==> src/rtl/vga_pkg.sv <==
// vga_pkg: shared 640x480@60 timing constants and the 3-bit colour type used by
// vga_timing_gen and the draw_* blocks.
//   VGA_H_* / VGA_V_* : visible, front porch, sync, back porch and total counts
//   rgb_t             : 3-bit colour, bit 2 = red, bit 1 = green, bit 0 = blue
//   RGB_*             : named colours
//   fits_width()      : 1 when a non-negative value is representable in 'width' bits
package vga_pkg;

    localparam int VGA_H_VISIBLE = 640;
    localparam int VGA_H_FRONT   = 16;
    localparam int VGA_H_SYNC    = 96;
    localparam int VGA_H_BACK    = 48;
    localparam int VGA_H_TOTAL   = VGA_H_VISIBLE + VGA_H_FRONT + VGA_H_SYNC + VGA_H_BACK;

    localparam int VGA_V_VISIBLE = 480;
    localparam int VGA_V_FRONT   = 10;
    localparam int VGA_V_SYNC    = 2;
    localparam int VGA_V_BACK    = 33;
    localparam int VGA_V_TOTAL   = VGA_V_VISIBLE + VGA_V_FRONT + VGA_V_SYNC + VGA_V_BACK;

    typedef logic [2:0] rgb_t;

    localparam rgb_t RGB_BLACK   = 3'b000;
    localparam rgb_t RGB_BLUE    = 3'b001;
    localparam rgb_t RGB_GREEN   = 3'b010;
    localparam rgb_t RGB_CYAN    = 3'b011;
    localparam rgb_t RGB_RED     = 3'b100;
    localparam rgb_t RGB_MAGENTA = 3'b101;
    localparam rgb_t RGB_YELLOW  = 3'b110;
    localparam rgb_t RGB_WHITE   = 3'b111;

    function automatic bit fits_width(input int value, input int width);
        return (width >= 31) || (value < (1 << width));
    endfunction

endpackage

==> src/rtl/vga_timing_gen_wrap_counter.sv <==
// wrap_counter: enable-qualified up-counter that wraps from MAX back to 0.
//   clk, rst_n : clock and asynchronous active-low reset (count returns to 0)
//   en         : advance the count by one on this clock
//   count_o    : current count, WIDTH bits
//   wrap_out   : 1 when en is high and the count is at MAX (wraps on this clock)
module wrap_counter #(
    parameter int WIDTH = 10,
    parameter int MAX   = 799
) (
    input  logic             clk,
    input  logic             rst_n,
    input  logic             en,
    output logic [WIDTH-1:0] count_o,
    output logic             wrap_out
);

    localparam logic [WIDTH-1:0] MAX_V = WIDTH'(MAX);

    logic [WIDTH-1:0] count_q;
    logic [WIDTH-1:0] count_d;
    logic             at_max;

    assign at_max = (count_q == MAX_V);

    always_comb begin
        count_d = count_q;
        if (en) begin
            count_d = at_max ? '0 : count_q + 1'b1;
        end
    end

    always_ff @(posedge clk or negedge rst_n) begin
        if (!rst_n) begin
            count_q <= '0;
        end else begin
            count_q <= count_d;
        end
    end

    assign count_o  = count_q;
    assign wrap_out = en && at_max;

endmodule

==> src/rtl/vga_timing_gen.sv <==
// vga_timing_gen: VGA horizontal/vertical timing from a pixel-rate enable.
//   clk, rst_n     : clock and asynchronous active-low reset
//   pix_en         : pixel strobe; all state advances only when high
//   x_pos, y_pos   : raw horizontal/vertical counters (include blanking values)
//   display_active : x_pos/y_pos inside the visible area (combinational)
//   line_start     : pix_en-qualified pulse at x_pos==0
//   frame_start    : pix_en-qualified pulse at x_pos==0, y_pos==0
//   rgb_in         : colour computed by the drawers from this cycle's x_pos/y_pos
//   rgb_out        : registered colour, blanked outside the visible area
//   hsync, vsync   : registered syncs, polarity chosen by SYNC_NEG
// rgb_out, hsync and vsync are all registered from the same pre-increment
// counter values, so the three pins describe the same pixel one clock later.
module vga_timing_gen
    import vga_pkg::*;
#(
    parameter int BIT       = 10,
    parameter int H_VISIBLE = VGA_H_VISIBLE,
    parameter int H_FRONT   = VGA_H_FRONT,
    parameter int H_SYNC    = VGA_H_SYNC,
    parameter int H_BACK    = VGA_H_BACK,
    parameter int V_VISIBLE = VGA_V_VISIBLE,
    parameter int V_FRONT   = VGA_V_FRONT,
    parameter int V_SYNC    = VGA_V_SYNC,
    parameter int V_BACK    = VGA_V_BACK,
    parameter bit SYNC_NEG  = 1'b1
) (
    input  logic           clk,
    input  logic           rst_n,
    input  logic           pix_en,
    output logic [BIT-1:0] x_pos,
    output logic [BIT-1:0] y_pos,
    output logic           display_active,
    output logic           line_start,
    output logic           frame_start,
    input  rgb_t           rgb_in,
    output rgb_t           rgb_out,
    output logic           hsync,
    output logic           vsync
);

    localparam int H_TOTAL = H_VISIBLE + H_FRONT + H_SYNC + H_BACK;
    localparam int V_TOTAL = V_VISIBLE + V_FRONT + V_SYNC + V_BACK;

    localparam logic [BIT-1:0] H_VIS_B   = BIT'(H_VISIBLE);
    localparam logic [BIT-1:0] H_SYNC_LO = BIT'(H_VISIBLE + H_FRONT);
    localparam logic [BIT-1:0] H_SYNC_HI = BIT'(H_VISIBLE + H_FRONT + H_SYNC - 1);
    localparam logic [BIT-1:0] V_VIS_B   = BIT'(V_VISIBLE);
    localparam logic [BIT-1:0] V_SYNC_LO = BIT'(V_VISIBLE + V_FRONT);
    localparam logic [BIT-1:0] V_SYNC_HI = BIT'(V_VISIBLE + V_FRONT + V_SYNC - 1);

    // Counters are BIT wide; a total that does not fit would silently alias.
    if (!fits_width(H_TOTAL - 1, BIT)) begin : g_h_width_check
        $error("vga_timing_gen: H_TOTAL-1 (%0d) does not fit in BIT=%0d", H_TOTAL - 1, BIT);
    end
    if (!fits_width(V_TOTAL - 1, BIT)) begin : g_v_width_check
        $error("vga_timing_gen: V_TOTAL-1 (%0d) does not fit in BIT=%0d", V_TOTAL - 1, BIT);
    end

    logic [BIT-1:0] h_cnt;
    logic [BIT-1:0] v_cnt;
    logic           h_wrap;
    logic           v_wrap_unused;

    wrap_counter #(
        .WIDTH (BIT),
        .MAX   (H_TOTAL - 1)
    ) u_h_cnt (
        .clk      (clk),
        .rst_n    (rst_n),
        .en       (pix_en),
        .count_o  (h_cnt),
        .wrap_out (h_wrap)
    );

    wrap_counter #(
        .WIDTH (BIT),
        .MAX   (V_TOTAL - 1)
    ) u_v_cnt (
        .clk      (clk),
        .rst_n    (rst_n),
        .en       (pix_en & h_wrap),
        .count_o  (v_cnt),
        .wrap_out (v_wrap_unused)
    );

    logic h_sync_act;
    logic v_sync_act;

    assign h_sync_act = (h_cnt >= H_SYNC_LO) && (h_cnt <= H_SYNC_HI);
    assign v_sync_act = (v_cnt >= V_SYNC_LO) && (v_cnt <= V_SYNC_HI);

    assign x_pos          = h_cnt;
    assign y_pos          = v_cnt;
    assign display_active = (h_cnt < H_VIS_B) && (v_cnt < V_VIS_B);
    assign line_start     = pix_en && (h_cnt == '0);
    assign frame_start    = line_start && (v_cnt == '0);

    // Output pipeline stage: idle level of a sync pin equals SYNC_NEG.
    rgb_t rgb_q;
    rgb_t rgb_d;
    logic hsync_q;
    logic hsync_d;
    logic vsync_q;
    logic vsync_d;

    always_comb begin
        rgb_d   = rgb_q;
        hsync_d = hsync_q;
        vsync_d = vsync_q;
        if (pix_en) begin
            rgb_d   = display_active ? rgb_in : RGB_BLACK;
            hsync_d = h_sync_act ? ~SYNC_NEG : SYNC_NEG;
            vsync_d = v_sync_act ? ~SYNC_NEG : SYNC_NEG;
        end
    end

    always_ff @(posedge clk or negedge rst_n) begin
        if (!rst_n) begin
            rgb_q   <= RGB_BLACK;
            hsync_q <= SYNC_NEG;
            vsync_q <= SYNC_NEG;
        end else begin
            rgb_q   <= rgb_d;
            hsync_q <= hsync_d;
            vsync_q <= vsync_d;
        end
    end

    assign rgb_out = rgb_q;
    assign hsync   = hsync_q;
    assign vsync   = vsync_q;

endmodule
==> config.mk <==
export PLATFORM = sky130hd
export DESIGN_NAME = vga_timing_gen
export DESIGN_NICKNAME = d
export VERILOG_FILES = /design/src/rtl/vga_pkg.sv /design/src/rtl/vga_timing_gen_wrap_counter.sv /design/src/rtl/vga_timing_gen.sv
export SDC_FILE = /design/constraint.sdc
export NUM_CORES = 1
export LEC_CHECK = 0
export CORE_AREA = 2 2 99 53
export CTS_BUF_LIST = sky130_fd_sc_hd__clkbuf_2
export CTS_CLUSTER_SIZE = 30
export DETAILED_ROUTE_END_ITERATION = 16
export DIE_AREA = 0 0 101 55
export GPL_ROUTABILITY_DRIVEN = 0
export SKIP_LAST_GASP = 1
export SYNTH_ARGS = -nofsm -noshare
export SYNTH_HDL_FRONTEND = slang
export SYNTH_SLANG_ARGS = --single-unit
==> constraint.sdc <==
create_clock -name clk -period 1.7 [get_ports clk]
set_input_delay 0.34 -clock clk [delete_from_list [all_inputs] [get_ports clk]]
set_output_delay 0.34 -clock clk [all_outputs]
set_load 0.01 [all_outputs]
==> impl_metrics.json <==
{
  "peakVddDrop_mv": 0.264,
  "rows": 18,
  "crit_family": "simple AND/OR/NAND/NOR gates",
  "total_grt_overflow": 0,
  "drt_wl_total_um": 4250,
  "initial_core_util_pct": 29.1,
  "first_global_vias": 1325,
  "ys_top_cells_by_count": "sky130_fd_sc_hd__dfrtp_1, sky130_fd_sc_hd__nand2_1, sky130_fd_sc_hd__inv_1, sky130_fd_sc_hd__nand3_1",
  "final_antenna_net_count": 0,
  "htree_levels": 1,
  "timing.clock.skew_ns": 0.0220,
  "insertion_delay_ns": 0.36,
  "drv_cap": 0,
  "timing.critical_path.buf_inv": 1,
  "area_delta_synth_final_pct": 64.8,
  "final_hold_viol_count": 0,
  "fp.dieW_um": 101,
  "mean_instance_size_in_the_synthesized_netlist_um2": 9.62,
  "worst_ep_required_time_ns": 1.36,
  "setup.worst_path.end_class": "primary output",
  "drt_first_iter_violations": 78,
  "netlist_area_mm2": 0.00138,
  "syn-instance-count": 143,
  "totalPowerFinal_uw": 1570,
  "synth_nets": 154,
  "clkTransAtPathRegs_ns": 0.26,
  "dieArea_mm2": 0.00556,
  "first_pass_grt_wire_length_um": 6790,
  "avgViaCountPerCell": 4.86,
  "layout.nets": 238,
  "startpoint_type_of_the_worst_setup_path": "flop",
  "path_cells": "or3_4 > nor3_4 > and4_1 > buf_2",
  "power.density_cell_area_mw_per_mm2": 691,
  "cp_data_arrival_time_ns": 1.76,
  "synth_enable_flop_cells": 0,
  "antennaDiodeCount": 0,
  "synthDominantAreaCellType": "sky130_fd_sc_hd__dfrtp_1",
  "grtUsageTotal_pct": 16.2,
  "layout-drive-gt1-share_pct": 33.6,
  "worstPathMaxFanout": 2,
  "chipHeight_um": 55,
  "antenna_found_initial": 0,
  "ys_dominant_reg_cell": "sky130_fd_sc_hd__dfrtp_1",
  "timing.setup.critical_path_class": "reg -> out",
  "synth_largest_type_area_fraction_pct": 41.8,
  "worst_pin_slew_ns": 0.434,
  "crit_path_max_incr_delay_ns": 0.43,
  "cts.sinks": 25,
  "asyncSetResetFlopFracSynth_pct": 100,
  "min-delay-path-class": "in -> async",
  "synth.top_cells.by_area": "sky130_fd_sc_hd__dfrtp_1, sky130_fd_sc_hd__xnor2_1, sky130_fd_sc_hd__ha_1, sky130_fd_sc_hd__dfstp_2, sky130_fd_sc_hd__nand3_1",
  "yosys.cell_count.top_type": "sky130_fd_sc_hd__dfrtp_1",
  "yosysUniqueCellTypes": 39,
  "io-pin-count": 34,
  "fin_ws_ns": -0.400,
  "fin_crit_ns": 2.10,
  "post_drt_wl_per_cell_um": 14.9,
  "run_status": "complete, but fails checks",
  "tritoncts": "built",
  "route.detailed.drc": 0,
  "rsz_0062_raised_after_global_routing": "true",
  "grt_start_max_net_pins": 26,
  "synth_sequential_area_ratio_pct": 45.6,
  "final_min_period_over_clock_period_pct": 124,
  "dr_total_vias": 1390,
  "violations": "negative setup slack",
  "fp.coreArea_mm2": 0.00473,
  "buffer_ports.inserted": 33,
  "finalHoldWorstSlack_ns": 0.298,
  "fmax_mhz": 476,
  "static_leakage_uw": 0.00108,
  "ys_seq_elements": 25,
  "worst_path_max_delay_cell": "sky130_fd_sc_hd__dfrtp_1",
  "numCtsBuffers": 3,
  "max-clock-path-buffers": 2,
  "final_setup_violation_count": 16,
  "maxSlewHeadroom_pct": 70.9,
  "synth.yosys.warnings": 0,
  "cts_root_buffer": "sky130_fd_sc_hd__clkbuf_2",
  "report.final.slew_viol_count": 0,
  "detailedRoute.firstPassIterationCount": 4,
  "dp_hpwl_um": 2820
}
## cell usage in the layout (no fill, tap or decap), types with 2 or more instances in the layout
cell type	count
sky130_fd_sc_hd__a21oi_1	3
sky130_fd_sc_hd__dlygate4sd2_1	22
sky130_fd_sc_hd__dfstp_2	2
sky130_fd_sc_hd__nor2b_1	2
sky130_fd_sc_hd__o21ai_1	3
sky130_fd_sc_hd__dlymetal6s2s_1	3
sky130_fd_sc_hd__nand2_1	11
sky130_fd_sc_hd__xnor2_1	8
sky130_fd_sc_hd__buf_4	45
sky130_fd_sc_hd__xor2_1	2
sky130_fd_sc_hd__and4_1	2
sky130_fd_sc_hd__nand3b_1	3
sky130_fd_sc_hd__or3_4	2
sky130_fd_sc_hd__nand4_1	6
sky130_fd_sc_hd__ha_1	4
sky130_fd_sc_hd__nor2_1	8
sky130_fd_sc_hd__and3_1	3
sky130_fd_sc_hd__clkdlybuf4s50_1	5
sky130_fd_sc_hd__nand3_1	10
sky130_fd_sc_hd__buf_6	5
sky130_fd_sc_hd__nor4_4	2
sky130_fd_sc_hd__dfrtp_1	23
sky130_fd_sc_hd__nand2_2	2
sky130_fd_sc_hd__inv_1	11
sky130_fd_sc_hd__clkbuf_2	3
sky130_fd_sc_hd__nand2b_1	3
sky130_fd_sc_hd__buf_2	2
sky130_fd_sc_hd__o21ai_0	4
sky130_fd_sc_hd__buf_12	2
sky130_fd_sc_hd__o22ai_1	3
## final cells by class
type | count | area [µm²]
tap | 60 | 75.1
clock inverter | 1 | 5.00
inverter | 11 | 41.3
clock buffer | 3 | 15.0
sequential | 25 | 628
multi-input combinational | 101 | 754
fill | 485 | 2460
timing repair buffer | 85 | 749
## power breakdown
group	internal (µW)	switching, µW
Sequential	660	32.9
Combinational	309	322
Clock	53.3	189
## per-layer routing
metal	track usage, %	vias to the layer above	wire length, µm
met2	23.7	25	1810
met3	4.15	2	166
met4	0.676	0	10
met5	0	-	0
li1	-	674	-
met1	25.2	689	2260
## logic make-up after synthesis
family,after synthesis,synth area share (%)
compound gates,26,12.6
xor+xnor,10,6.36
fa+ha+maj,5,4.55
buf+inv,17,5.91
flops,25,45.6
mux,1,0.727
simple gates,59,24.2
## sequential cells by signal, indices dropped and copies added, names as in the netlist
signal / cells
hsync: 1
u_v_cnt.count_o: 10
u_h_cnt.count_o: 10
rgb_out: 3
vsync: 1
## what timing repair did
item / in CTS / in global routing
endpoints found under the setup margin: 31 / 23
setup buffers: 10 / 6
hold buffers: 0 / 0
gates cloned: 1 / 0
gates resized for setup: 48 / 12
pin swaps: 10 / 10
## through the flow
stage / setup TNS (ns) / worst slack (ns) / cells / area (µm²) / util, %
final: -3.02 / -0.400 / 286 / 2270 / 48.0
after global routing: -4.52 / -0.491 / 286 / 2270 / 48.0
after CTS: -1.72 / -0.400 / 282 / 2200 / 46.5
after detailed placement: -5.81 / -0.693 / 267 / 2050 / 43.3
after global placement: -5.50 / -0.679 / 267 / 2050 / 43.3
after floorplan: -0.110 / -0.110 / 143 / 1380 / -
## worst paths after layout
kind / to / slack, ns / cells after the start / startpoint
worst min-delay path: rgb_out[2] / 0.30 / 2 / rst_n
worst max register to register: u_v_cnt.count_o[0] / -0.21 / 8 / u_h_cnt.count_o[5]
min in group clk: rgb_out[0] / 0.49 / 3 / rgb_in[0]
worst min register to register: vsync / 0.53 / 2 / vsync
max in group asynchronous: hsync / 1.10 / 2 / rst_n
worst max-delay path: frame_start / -0.40 / 4 / u_h_cnt.count_o[5]
## worst reg2reg max path, stage by stage, from the launching register on
cell and delay [ns]:
sky130_fd_sc_hd__dfrtp_1 0.43, sky130_fd_sc_hd__or3_4 0.42, sky130_fd_sc_hd__buf_4 0.15, sky130_fd_sc_hd__buf_6 0.12
sky130_fd_sc_hd__nor4_4 0.28, sky130_fd_sc_hd__clkbuf_16 0.23, sky130_fd_sc_hd__buf_4 0.11, sky130_fd_sc_hd__nand3_1 0.06
sky130_fd_sc_hd__o21ai_0 0.06
(Power assumes the default switching activity.)
